### src/rtl/uart_pkg.sv
// Shared constants and types for the oversampled UART receiver family.
// Holds parity modes, FSM encodings, sample-counter landmarks and the vote helper.
package uart_pkg;

    localparam int PAR_NONE = 0;
    localparam int PAR_EVEN = 1;
    localparam int PAR_ODD  = 2;

    localparam logic [2:0] ST_IDLE   = 3'd0;
    localparam logic [2:0] ST_START  = 3'd1;
    localparam logic [2:0] ST_DATA   = 3'd2;
    localparam logic [2:0] ST_PARITY = 3'd3;
    localparam logic [2:0] ST_STOP   = 3'd4;

    localparam logic [3:0] SMP_EARLY  = 4'd6;
    localparam logic [3:0] SMP_MID    = 4'd7;
    localparam logic [3:0] SMP_CENTER = 4'd8;
    localparam logic [3:0] SMP_TOP    = 4'd15;

    typedef struct packed {
        logic parity_err;
        logic frame_err;
        logic break_det;
    } rx_flags_t;

    function automatic logic maj3(input logic a, input logic b, input logic c);
        return (a & b) | (a & c) | (b & c);
    endfunction

endpackage

### src/rtl/uart_rx_vote.sv
// Two-flop synchroniser for rxd plus the 2-of-3 majority voter around the bit center.
// The vote is combinational from the two held samples and the live synchronised line.
module uart_rx_vote
    import uart_pkg::*;
(
    input  logic       clk,
    input  logic       rst_n,
    input  logic       clken,
    input  logic [3:0] smp_cnt,
    input  logic       rxd,
    output logic       rxd_sync,
    output logic       vote_bit,
    output logic       vote_valid
);

    logic sync1_q, sync1_d;
    logic sync2_q, sync2_d;
    logic s6_q, s6_d;
    logic s7_q, s7_d;

    always_comb begin
        sync1_d = rxd;
        sync2_d = sync1_q;
        s6_d    = s6_q;
        s7_d    = s7_q;
        if (clken && smp_cnt == SMP_EARLY) s6_d = sync2_q;
        if (clken && smp_cnt == SMP_MID)   s7_d = sync2_q;
    end

    always_ff @(posedge clk or negedge rst_n) begin
        if (!rst_n) begin
            sync1_q <= 1'b1;
            sync2_q <= 1'b1;
            s6_q    <= 1'b1;
            s7_q    <= 1'b1;
        end else begin
            sync1_q <= sync1_d;
            sync2_q <= sync2_d;
            s6_q    <= s6_d;
            s7_q    <= s7_d;
        end
    end

    assign rxd_sync   = sync2_q;
    assign vote_bit   = maj3(s6_q, s7_q, sync2_q);
    assign vote_valid = clken && (smp_cnt == SMP_CENTER);

endmodule

### src/rtl/uart_rx_param.sv
// Parametrised 16x-oversampled UART receiver: frame FSM, shift register and a
// valid/ready output register (valid holds until rx_valid && rx_ready; overrun pulses on drop).
module uart_rx_param
    import uart_pkg::*;
#(
    parameter int DATA_BITS = 8,
    parameter int PARITY    = 0,
    parameter int STOP_BITS = 1
) (
    input  logic                 clk,
    input  logic                 rst_n,
    input  logic                 clken_16bps,
    input  logic                 rxd,
    output logic [DATA_BITS-1:0] rx_data,
    output logic                 rx_valid,
    input  logic                 rx_ready,
    output logic                 parity_err,
    output logic                 frame_err,
    output logic                 break_det,
    output logic                 overrun
);

    localparam logic [3:0] LAST_DATA = 4'(DATA_BITS - 1);
    localparam logic [3:0] LAST_STOP = 4'(STOP_BITS - 1);

    logic       rxd_sync;
    logic       vote_bit;
    logic       vote_valid;

    logic [2:0]           state_q, state_d;
    logic [3:0]           smp_cnt_q, smp_cnt_d;
    logic [3:0]           bit_cnt_q, bit_cnt_d;
    logic [DATA_BITS-1:0] shift_q, shift_d;
    logic                 perr_q, perr_d;
    logic                 ferr_q, ferr_d;
    logic                 zero_q, zero_d;
    logic [DATA_BITS-1:0] rx_data_q, rx_data_d;
    logic                 rx_valid_q, rx_valid_d;
    rx_flags_t            flags_q, flags_d;
    logic                 overrun_q, overrun_d;
    logic                 frame_done;
    logic                 par_exp;

    uart_rx_vote u_vote (
        .clk        (clk),
        .rst_n      (rst_n),
        .clken      (clken_16bps),
        .smp_cnt    (smp_cnt_q),
        .rxd        (rxd),
        .rxd_sync   (rxd_sync),
        .vote_bit   (vote_bit),
        .vote_valid (vote_valid)
    );

    assign par_exp = (PARITY == PAR_ODD) ? ~(^shift_q) : (^shift_q);

    always_comb begin
        state_d    = state_q;
        smp_cnt_d  = smp_cnt_q;
        bit_cnt_d  = bit_cnt_q;
        shift_d    = shift_q;
        perr_d     = perr_q;
        ferr_d     = ferr_q;
        zero_d     = zero_q;
        frame_done = 1'b0;

        case (state_q)
            ST_IDLE: begin
                smp_cnt_d = 4'd0;
                bit_cnt_d = 4'd0;
                // Start detection is not gated by clken so the edge is caught promptly.
                if (!rxd_sync) begin
                    state_d = ST_START;
                    perr_d  = 1'b0;
                    ferr_d  = 1'b0;
                    zero_d  = 1'b1;
                end
            end
            ST_START: begin
                if (clken_16bps) begin
                    smp_cnt_d = smp_cnt_q + 4'd1;
                    if (vote_valid && vote_bit) begin
                        state_d   = ST_IDLE;
                        smp_cnt_d = 4'd0;
                    end else if (smp_cnt_q == SMP_TOP) begin
                        state_d   = ST_DATA;
                        bit_cnt_d = 4'd0;
                    end
                end
            end
            ST_DATA: begin
                if (clken_16bps) begin
                    smp_cnt_d = smp_cnt_q + 4'd1;
                    if (vote_valid) begin
                        for (int i = 0; i < DATA_BITS; i++) begin
                            if (bit_cnt_q == 4'(i)) shift_d[i] = vote_bit;
                        end
                        zero_d = zero_q & ~vote_bit;
                    end
                    if (smp_cnt_q == SMP_TOP) begin
                        if (bit_cnt_q == LAST_DATA) begin
                            bit_cnt_d = 4'd0;
                            state_d   = (PARITY != PAR_NONE) ? ST_PARITY : ST_STOP;
                        end else begin
                            bit_cnt_d = bit_cnt_q + 4'd1;
                        end
                    end
                end
            end
            ST_PARITY: begin
                if (clken_16bps) begin
                    smp_cnt_d = smp_cnt_q + 4'd1;
                    if (vote_valid) begin
                        perr_d = vote_bit ^ par_exp;
                        zero_d = zero_q & ~vote_bit;
                    end
                    if (smp_cnt_q == SMP_TOP) state_d = ST_STOP;
                end
            end
            ST_STOP: begin
                if (clken_16bps) begin
                    smp_cnt_d = smp_cnt_q + 4'd1;
                    if (vote_valid) begin
                        if (!vote_bit) ferr_d = 1'b1;
                        // Only the first stop bit takes part in break detection.
                        if (bit_cnt_q == 4'd0) zero_d = zero_q & ~vote_bit;
                        if (bit_cnt_q == LAST_STOP) begin
                            frame_done = 1'b1;
                            state_d    = ST_IDLE;
                            smp_cnt_d  = 4'd0;
                            bit_cnt_d  = 4'd0;
                        end
                    end else if (smp_cnt_q == SMP_TOP) begin
                        bit_cnt_d = bit_cnt_q + 4'd1;
                    end
                end
            end
            default: begin
                state_d   = ST_IDLE;
                smp_cnt_d = 4'd0;
                bit_cnt_d = 4'd0;
            end
        endcase
    end

    always_comb begin
        rx_data_d  = rx_data_q;
        rx_valid_d = rx_valid_q;
        flags_d    = flags_q;
        overrun_d  = 1'b0;
        if (frame_done) begin
            if (!rx_valid_q || rx_ready) begin
                rx_data_d          = shift_q;
                rx_valid_d         = 1'b1;
                flags_d.parity_err = perr_d;
                flags_d.frame_err  = ferr_d;
                flags_d.break_det  = zero_d;
            end else begin
                overrun_d = 1'b1;
            end
        end else if (rx_valid_q && rx_ready) begin
            rx_valid_d = 1'b0;
        end
    end

    always_ff @(posedge clk or negedge rst_n) begin
        if (!rst_n) begin
            state_q    <= ST_IDLE;
            smp_cnt_q  <= 4'd0;
            bit_cnt_q  <= 4'd0;
            shift_q    <= '0;
            perr_q     <= 1'b0;
            ferr_q     <= 1'b0;
            zero_q     <= 1'b0;
            rx_data_q  <= '0;
            rx_valid_q <= 1'b0;
            flags_q    <= '0;
            overrun_q  <= 1'b0;
        end else begin
            state_q    <= state_d;
            smp_cnt_q  <= smp_cnt_d;
            bit_cnt_q  <= bit_cnt_d;
            shift_q    <= shift_d;
            perr_q     <= perr_d;
            ferr_q     <= ferr_d;
            zero_q     <= zero_d;
            rx_data_q  <= rx_data_d;
            rx_valid_q <= rx_valid_d;
            flags_q    <= flags_d;
            overrun_q  <= overrun_d;
        end
    end

    assign rx_data    = rx_data_q;
    assign rx_valid   = rx_valid_q;
    assign parity_err = flags_q.parity_err;
    assign frame_err  = flags_q.frame_err;
    assign break_det  = flags_q.break_det;
    assign overrun    = overrun_q;

endmodule

### config.mk
export PLATFORM = sky130hd
export DESIGN_NAME = uart_rx_param
export DESIGN_NICKNAME = d
export VERILOG_FILES = /design/src/rtl/uart_pkg.sv /design/src/rtl/uart_rx_vote.sv /design/src/rtl/uart_rx_param.sv
export SDC_FILE = /design/constraint.sdc
export NUM_CORES = 1
export LEC_CHECK = 0
export ABC_CLOCK_PERIOD_IN_PS = 3550
export CORE_MARGIN = 1.5
export CORE_UTILIZATION = 40
export DETAILED_ROUTE_END_ITERATION = 10
export PLACE_DENSITY = 0.55
export SKIP_CTS_REPAIR_TIMING = 1
export SLEW_MARGIN = 5
export SYNTH_ARGS = -nofsm -noshare
export SYNTH_HDL_FRONTEND = slang
export SYNTH_HIERARCHICAL = 1
export SYNTH_SLANG_ARGS = --single-unit
### constraint.sdc
create_clock -name clk -period 3.55 [get_ports clk]
set_input_delay 0.71 -clock clk [delete_from_list [all_inputs] [get_ports clk]]
set_output_delay 0.71 -clock clk [all_outputs]
set_load 0.005 [all_outputs]
==> results of run 1 <==
final timing paths:
check	from	end	slack, ns	cells past startpoint
max in group asynchronous	rst_n	smp_cnt_q[0]	2.48	1
min	u_vote/sync1_q	u_vote/rxd_sync	0.36	0
max	clken_16bps	bit_cnt_q[3]	0.75	9
min reg2reg	u_vote/sync1_q	u_vote/rxd_sync	0.36	0
min in group asynchronous	rst_n	smp_cnt_q[1]	0.53	1
max reg2reg	bit_cnt_q[0]	bit_cnt_q[3]	1.02	7
registers in the layout, indices dropped and copies added (netlist names), 3 cells and up:
signal and flops:
shift_q 8, rx_data 8, smp_cnt_q 4, state_q 3, bit_cnt_q 4
placed cells by master, fill, tap and decap left out, drive strengths merged, types with 2 or more instances in the layout:
cell type,n
mux2,20
nor3,8
mux2i,2
buf,3
inv,8
nand3,6
dfstp,4
dfrtp,35
nor3b,5
o21bai,2
clkdlybuf4s50,16
a21o,3
o21ai,7
or3b,2
clkbuf,5
nand2b,5
nor4b,2
nor2,3
xnor2,7
nor2b,2
xor2,2
nand2,23
bufinv,2
a21oi,8
ha,5
metrics by stage:
step	worst slack [ns]	utilization, %	hold slack, ns	instances	area (um2)
floorplan	1.04	-	0.345	184	2050
global placement	0.513	46.9	0.347	263	2260
detailed placement	0.445	46.9	0.350	263	2260
CTS	0.757	49.8	0.361	271	2400
global route	0.588	49.8	0.362	271	2400
finish	0.748	49.8	0.359	271	2400
power by group through the flow:
stage	clock, mW	combinational [mW]	sequential, mW
after detailed placement	0	0.357	0.559
after global placement	0	0.344	0.555
after CTS	0.452	0.359	0.550
final	0.439	0.356	0.551
after floorplan	0	0.318	0.525
after global routing	0.470	0.411	0.559
layer usage:
| layer | vias to the layer above | GRT usage, % |
|---|---|---|
| met5 | - | 0 |
| met4 | 0 | 7.27 |
| met3 | 6 | 4.07 |
| met2 | 39 | 25.9 |
| met1 | 681 | 18.3 |
| li1 | 684 | - |
final cells by class:
| type | count | area share, % |
|---|---|---|
| clock inverter | 3 | 2.82 |
| timing repair buffer | 19 | 7.52 |
| sequential | 39 | 40.9 |
| multi-input combinational | 130 | 41.1 |
| inverter | 8 | 1.25 |
| clock buffer | 5 | 2.87 |
| tap | 67 | 3.50 |
kinds of logic (layout without fill, tap and decap cells):
family	count (synthesis)	in the layout	synth area share, %
AND/OR/NAND/NOR	65	65	18.5
flip-flops	39	39	47.9
AO/OA/AOI/OAI	28	28	8.80
multiplexers	22	22	13.4
buffers and inverters	15	35	3.91
XOR/XNOR	9	9	3.85
adder cells (fa/ha/maj)	6	6	3.55
critical path, stage by stage:
cell,delay [ns]
clkdlybuf4s50_1,0.52
nand2b_4,0.07
nor4b_1,0.31
buf_4,0.22
nor4b_1,0.08
o21bai_1,0.13
or4b_4,0.51
or4_1,0.41
nand2_1,0.08
==> impl_metrics.py, run 1 <==
metrics = {
    "critical_path": {
        "crit_arrival_ns": 3.04,
        "endpoint_kind": "flop",
        "critical_path_peak_fanout": 9,
        "critical_path.startpoint_type": "input port",
        "timing_worst_setup_path_type": "in -> reg",
        "worstPathRequired_ns": 3.79,
    },
    "clock_network": {
        "clock_tree.root_cell": "clkbuf_8",
        "cts-buffers-inserted": 5,
        "total_number_of_h_tree_levels": 2,
        "clkSinkCount": 39,
        "tritoncts": "built",
        "clock_slew_at_reported_path_ffs_ns": 0.08,
        "cts-root-to-sink-buffers": 2,
        "clock_latency_ns": 0.29,
    },
    "timing": {
        "hold_violations": 0,
        "finalWorstPathRequiredPeriod_ns": 2.80,
        "finalCritPeriodShare_pct": 78.9,
        "timing.max_slew.rel_slack_pct": 42.4,
        "final-setup-viol-count": 0,
        "worst_clock_skew_ns": 0.0104,
        "setup_total_negative_slack_ns": 0,
        "slew_violations": 0,
        "worstMarginPinSlew_ns": 0.863,
        "rsz0062_at_grt": "no",
        "clock.fmax_mhz": 357,
    },
    "die": {
        "core_area_um2": 4820,
        "die_width_um": 74.5,
        "total_die_area_um2": 5560,
        "die-height_um": 74.5,
        "fp-row-count": 25,
        "floorplan.initialDensity_pct": 42.5,
        "num_io_pins": 18,
    },
    "global_routing": {
        "globalRouteOverflowTotal": 0,
        "first_global_vias": 1385,
        "grt_antenna_before_repair": 0,
        "grt_pass1_wl_um": 6380,
        "grt_max_degree": 40,
        "grtUsageTotal_pct": 15.4,
    },
    "route": {
        "routed_via_density": 5.20,
        "detail_route.wirelength.met1_um": 1650,
        "top_layer_used": "met4",
        "vias": 1410,
        "wirelength_routed_um": 3650,
        "final_antenna_net_count": 0,
        "routed_wire_length_per_instance_um": 13.5,
        "detail_route.drc_violations": 0,
        "drt-initial-drc-count": 41,
        "wl_met3_um": 138,
        "detailroute.wirelength.met2_um": 1800,
        "detailedRoute.firstPassIterationCount": 4,
    },
    "logic_synthesis": {
        "synth-warning-count": 6,
        "postSynthCellCount": 184,
        "flip_flop_and_latch_count_after_synthesis": 39,
        "yosys.area.top_type_share_pct": 42.8,
        "synth_enable_flop_cells": 0,
        "synth_seq_area_share_pct": 47.9,
        "synth.most_common_cell": "dfrtp_1",
        "post_synth_most_frequent_cells": "35 x dfrtp_1, 23 x nand2_1, 10 x mux2_2",
        "async_set_or_reset_flop_fraction_in_the_synthesized_netlist_pct": 100,
        "synth_flop_cell": "dfrtp_1",
        "synth.area.top_cells": "dfrtp_1 43%, mux2_4 5.9%, mux2_2 5.5%, dfstp_2 5.1%, nand2_1 4.2%",
        "netlist.top_cell.by_area": "dfrtp_1",
        "netlist_area_um2": 2050,
        "synthesis.area_per_instance_um2": 11.1,
        "yosys.cell_types.count": 47,
        "mappedNetlistNets": 194,
    },
    "cells_and_area": {
        "num_antenna_cells": 0,
        "final-seq-area_um2": 981,
        "final_layout_size_suffix_gt1_share_pct": 19.6,
        "multi_input_area_um2": 986,
        "area_added_between_synthesis_and_finish_pct": 17.1,
        "final_nets": 213,
        "fillerInstances": 461,
    },
    "power_and_ir_drop": {
        "ir_worst_vdd_v": 0.000345,
        "p_sw_mw": 0.430,
        "cell_internal_pwr_mw": 0.917,
        "finalPower_mw": 1.35,
        "power.density_nw_per_um2": 562,
        "leakage_nw": 1.08,
        "comb_power_share_pct": 26.5,
        "clock_power_share_pct": 32.6,
        "proportion_of_power_drawn_by_flip_flops_and_latches_pct": 40.9,
        "switching_share_pct": 31.9,
    },
    "run": {
        "max_cap_violations": 0,
    },
    "place": {
        "gpl.final_weighted_congestion": 0.880,
        "hpwl_um": 2650,
        "buffer_ports.inserted": 17,
    },
    "status": {
        "status": "completed",
    },
    "min_path": {
        "worst_hold_path_type": "reg -> reg",
    },
}
(Power assumes the default switching activity.)
==> run 2, diff against run 1 <==
--- a/config.mk
+++ b/config.mk
@@ -5,7 +5,7 @@
 export SDC_FILE = /design/constraint.sdc
 export NUM_CORES = 1
 export LEC_CHECK = 0
-export ABC_CLOCK_PERIOD_IN_PS = 3550
+export ABC_CLOCK_PERIOD_IN_PS = 2700
 export CORE_MARGIN = 1.5
 export CORE_UTILIZATION = 40
 export DETAILED_ROUTE_END_ITERATION = 10
==> constraint.sdc (replaced) <==
create_clock -name clk -period 2.7 [get_ports clk]
set_input_delay 0.54 -clock clk [delete_from_list [all_inputs] [get_ports clk]]
set_output_delay 0.54 -clock clk [all_outputs]
set_load 0.005 [all_outputs]
==> impl_metrics.py, run 2 (synthesized netlist as in run 1, its figures left out) <==
metrics = {
    "status": {
        "status": "completed",
    },
    "critical_path": {
        "worstPathBufferInverterCount": 2,
        "crit_arrival_ns": 2.81,
        "r2r-start": "smp_cnt_q[0]",
        "critical_path.startpoint_type": "input port",
        "path_depth": 9,
        "r2r_slack_ns": 0.35,
        "r2r_cells": 8,
        "max_stage_delay_ns": 0.53,
        "timing.critical_path.max_delay_family": "simple AND/OR/NAND/NOR gates",
        "timing.critical_path.mode_cell": "nor4b_1",
        "cpMaxStageDelayCell": "clkdlybuf4s50_1",
        "worstPathRequired_ns": 2.94,
        "endpoint_kind": "flop",
        "critical_path_peak_fanout": 8,
        "r2r-end": "bit_cnt_q[3]",
        "timing_worst_setup_path_type": "in -> reg",
        "crit_chain": "clkdlybuf4s50_1 -> nand2b_4 -> nor4b_1 -> buf_4 -> nor4b_1 -> o21bai_1 -> or4b_4 -> or4_1 -> nand2_1",
    },
    "route": {
        "final_antenna_net_count": 0,
        "routed_wire_length_per_instance_um": 13.4,
        "wirelength_routed_um": 3790,
        "vias": 1432,
        "drt-initial-drc-count": 36,
        "detail_route.drc_violations": 0,
        "routed_via_density": 5.08,
        "detailedRoute.firstPassIterationCount": 4,
    },
    "power_and_ir_drop": {
        "leakage_nw": 1.12,
        "ir_worst_vdd_v": 0.000330,
        "power.density_nw_per_um2": 719,
    },
    "timing": {
        "finalWorstPathRequiredPeriod_ns": 2.57,
        "timing.max_slew.rel_slack_pct": 44.3,
        "timing.final.ws_setup_ns": 0.128,
        "slew_violations": 0,
        "worst_clock_skew_ns": 0.0101,
        "clock.fmax_mhz": 389,
        "worstMarginPinSlew_ns": 0.835,
        "rsz0062_at_grt": "no",
        "finalCritPeriodShare_pct": 95.3,
        "hold_violations": 0,
        "final-setup-viol-count": 0,
    },
    "die": {
        "core_area_um2": 4820,
        "num_io_pins": 18,
        "floorplan.initialDensity_pct": 42.5,
        "die-height_um": 74.5,
        "total_die_area_um2": 5560,
        "fp-row-count": 25,
        "die_width_um": 74.5,
    },
    "min_path": {
        "worst_hold_path_type": "in -> async",
    },
    "cells_and_area": {
        "layout_common_cells": "35 x dfrtp_1, 23 x nand2_1, 16 x clkdlybuf4s50_1",
        "layout.cell_area.non_filler_um2": 2460,
        "multi_input_area_um2": 986,
        "area_added_between_synthesis_and_finish_pct": 20.0,
        "layout_commonest_cell": "dfrtp_1",
        "fillerInstances": 462,
        "final_nets": 224,
        "final_cell_count_without_fillers": 282,
        "final-seq-area_um2": 981,
        "utilization_after_layout_pct": 51.0,
        "final_layout_size_suffix_gt1_share_pct": 23.7,
        "num_antenna_cells": 0,
    },
    "place": {
        "buffer_ports.inserted": 17,
        "pre_cts_slack_ns": -0.152,
        "hpwl_um": 2810,
        "gpl.final_weighted_congestion": 0.850,
        "post-place-cells": 274,
        "dpl_cell_area_um2": 2340,
    },
    "clock_network": {
        "total_number_of_h_tree_levels": 2,
        "clkSinkCount": 39,
        "clock_latency_ns": 0.30,
        "tritoncts": "built",
        "clock_slew_at_reported_path_ffs_ns": 0.08,
        "cts-root-to-sink-buffers": 2,
        "cts-buffers-inserted": 5,
        "clock_tree.root_cell": "clkbuf_8",
    },
    "global_routing": {
        "grt_antenna_before_repair": 0,
        "grt_max_degree": 40,
        "first_global_vias": 1393,
        "grtUsageTotal_pct": 15.3,
        "grt_pass1_wl_um": 6370,
        "globalRouteOverflowTotal": 0,
    },
    "run": {
        "max_cap_violations": 0,
    },
}
run 2: per-stage QoR:
| step | TNS [ns] | total power, mW | hold slack (ns) |
|---|---|---|---|
| final | 0 | 1.77 | 0.344 |
| after global routing | 0 | 1.88 | 0.367 |
| after CTS | 0 | 1.79 | 0.358 |
| after detailed placement | -1.00 | 1.29 | 0.347 |
| after global placement | -0.908 | 1.26 | 0.346 |
| after floorplan | 0 | 1.11 | 0.244 |
run 2: worst register-to-register path: stages (launching register included):
cell and delay [ns]:
dfrtp_1 0.45, nand2b_4 0.17, nor4b_1 0.29, buf_4 0.21, nor4b_1 0.07, o21bai_1 0.15
or4b_4 0.48, or4_1 0.40, nand2_1 0.08
run 2: power breakdown:
| part | switching [mW] | total, mW | internal [mW] | leakage (nW) |
|---|---|---|---|---|
| clock | 0.213 | 0.488 | 0.275 | 0.0581 |
| combinational | 0.297 | 0.553 | 0.256 | 0.546 |
| sequential | 0.0858 | 0.726 | 0.640 | 0.520 |
run 2: area by class of cell:
cell class              instances  share of cell area [%]
clock inverters                 3                    1.78
repair buffers                 30                    10.7
clock buffers                   5                    2.80
multi-input cells             130                    40.1
well taps                      67                    3.41
inverters                       8                    1.22
flip-flops and latches         39                    39.9
run 2: how the worst max path moves through the flow:
| stage | startpoint | slack [ns] | endpoint |
|---|---|---|---|
| after global routing | clken_16bps | 0.08 | bit_cnt_q[3] |
| after floorplan | clken_16bps | 0.36 | bit_cnt_q[3] |
| after detailed placement | clken_16bps | -0.15 | bit_cnt_q[3] |
| final | clken_16bps | 0.13 | bit_cnt_q[3] |
| after CTS | clken_16bps | 0.15 | bit_cnt_q[3] |
| after global placement | clken_16bps | -0.11 | bit_cnt_q[3] |
run 2: per-layer routing:
metal | track usage, % | wire, um
met2 | 26.2 | 1880
met5 | 0 | 0
met4 | 6.06 | 74
met1 | 18.3 | 1730
met3 | 4.20 | 106
==> run 3, diff against run 2 <==
--- a/config.mk
+++ b/config.mk
@@ -7,11 +7,10 @@
 export LEC_CHECK = 0
 export ABC_CLOCK_PERIOD_IN_PS = 2700
 export CORE_MARGIN = 1.5
-export CORE_UTILIZATION = 40
+export CORE_UTILIZATION = 57
 export DETAILED_ROUTE_END_ITERATION = 10
-export PLACE_DENSITY = 0.55
+export PLACE_DENSITY = 0.75
 export SKIP_CTS_REPAIR_TIMING = 1
-export SLEW_MARGIN = 5
 export SYNTH_ARGS = -nofsm -noshare
 export SYNTH_HDL_FRONTEND = slang
 export SYNTH_HIERARCHICAL = 1
==> impl_metrics.py, run 3 (synthesized netlist as in run 1, its figures left out) <==
metrics = {
    "status": {
        "status": "completed",
    },
    "clock_network": {
        "clock_slew_at_reported_path_ffs_ns": 0.12,
        "clock_tree.root_cell": "clkbuf_4",
        "clock_latency_ns": 0.36,
        "total_number_of_h_tree_levels": 2,
        "cts-root-to-sink-buffers": 2,
        "tritoncts": "built",
        "clkSinkCount": 39,
        "cts-buffers-inserted": 5,
    },
    "critical_path": {
        "critical_path_peak_fanout": 7,
        "worstPathRequired_ns": 3.01,
        "timing_worst_setup_path_type": "in -> reg",
        "critical_path.startpoint_type": "input port",
        "crit_arrival_ns": 2.76,
        "endpoint_kind": "flop",
    },
    "run": {
        "max_cap_violations": 0,
    },
    "route": {
        "routed_via_density": 5.53,
        "routed_wire_length_per_instance_um": 14.1,
        "detail_route.drc_violations": 0,
        "drt-initial-drc-count": 47,
        "vias": 1438,
        "final_antenna_net_count": 0,
        "wirelength_routed_um": 3670,
        "detailedRoute.firstPassIterationCount": 4,
    },
    "place": {
        "gpl.final_weighted_congestion": 0.814,
        "hpwl_um": 2640,
        "pre_cts_slack_ns": -0.111,
        "post-place-cells": 252,
        "buffer_ports.inserted": 17,
    },
    "timing": {
        "final.hold.worst_slack_ns": 0.267,
        "worstMarginPinSlew_ns": 0.825,
        "hold_violations": 0,
        "finalCritPeriodShare_pct": 90.9,
        "rsz0062_at_grt": "no",
        "setup_total_negative_slack_ns": 0,
        "timing.max_slew.rel_slack_pct": 45.0,
        "timing.final.ws_setup_ns": 0.245,
        "clock.fmax_mhz": 407,
        "final-setup-viol-count": 0,
        "slew_violations": 0,
        "finalWorstPathRequiredPeriod_ns": 2.45,
        "worst_clock_skew_ns": 0.0114,
    },
    "cells_and_area": {
        "fillerInstances": 233,
        "layout_common_cells": "35 x dfrtp_1, 23 x nand2_1, 16 x clkdlybuf4s50_1",
        "final_nets": 223,
        "final_layout_size_suffix_gt1_share_pct": 22.9,
        "num_antenna_cells": 0,
        "layout_commonest_cell": "dfrtp_1",
        "final_cell_count_without_fillers": 260,
        "area_added_between_synthesis_and_finish_pct": 17.8,
    },
    "global_routing": {
        "grt_antenna_before_repair": 0,
        "globalRouteOverflowTotal": 0,
        "grt_max_degree": 40,
        "first_global_vias": 1503,
        "grt_pass1_wl_um": 6730,
        "grtUsageTotal_pct": 21.6,
    },
    "power_and_ir_drop": {
        "finalPower_mw": 1.74,
        "leakage_nw": 1.11,
        "power.density_nw_per_um2": 723,
        "ir_worst_vdd_v": 0.000393,
    },
    "die": {
        "num_io_pins": 18,
        "die_width_um": 62.9,
        "fp-row-count": 21,
        "die-height_um": 62.9,
        "floorplan.initialDensity_pct": 60.4,
        "total_die_area_um2": 3960,
        "core_area_um2": 3390,
    },
    "min_path": {
        "worst_hold_path_type": "in -> async",
    },
}
## run 3: cell count changes in the layout (fill, tap and decap cells not counted)
cell	change
bufinv_16	+1
clkinv_4	-1
clkbuf_1	+1
clkinv_2	-1
buf_4	-1
clkbuf_4	+5
clkbuf_8	-5
## run 3: final timing paths
kind	startpoint	endpoint	slack (ns)	cells after the start
setup / recovery	clken_16bps	bit_cnt_q[3]	0.25	9
hold / removal	rst_n	rx_data[3]	0.27	1
setup reg to reg	smp_cnt_q[0]	bit_cnt_q[3]	0.40	8
hold reg to reg	u_vote/sync1_q	u_vote/rxd_sync	0.37	0
max in group asynchronous	rst_n	smp_cnt_q[3]	1.91	1
min in group clk	u_vote/sync1_q	u_vote/rxd_sync	0.37	0
## run 3: stage by stage
stage / cell area [um2] / util, %
finish: 2410 / 71.1
global route: 2410 / 71.1
CTS: 2410 / 71.1
detailed placement: 2310 / 68.1
global placement: 2310 / 68.1
floorplan: 2050 / -
## run 3: power by group
part / leakage (nW) / total (mW) / internal (mW) / switching [mW]
Clock: 0.0525 / 0.484 / 0.289 / 0.195
Combinational: 0.541 / 0.533 / 0.242 / 0.291
Sequential: 0.520 / 0.725 / 0.640 / 0.0849
Total: 1.11 / 1.74 / 1.17 / 0.571
## run 3: cell type report
type | count | area [um2] | area share, %
multi-input cells | 130 | 986 | 40.9
well taps | 46 | 57.6 | 2.39
clock inverters | 2 | 60.1 | 2.49
inverters | 8 | 30.0 | 1.25
flip-flops and latches | 39 | 981 | 40.7
repair buffers | 29 | 255 | 10.6
clock buffers | 6 | 41.3 | 1.71
## run 3: metal layers
metal / GRT usage [%] / part of all wire [%] / vias up
met5: 0 / 0 / -
met4: 8.89 / 1.9 / 0
met3: 5.05 / 3.3 / 7
met2: 38.2 / 51 / 21
met1: 25.0 / 44 / 708
li1: - / - / 702
## run 3: critical path, stage by stage
cell,delay [ns]
clkdlybuf4s50_1,0.53
nand2b_4,0.06
nor4b_1,0.30
buf_4,0.20
nor4b_1,0.06
o21bai_1,0.13
or4b_4,0.47
or4_1,0.40
nand2_1,0.08
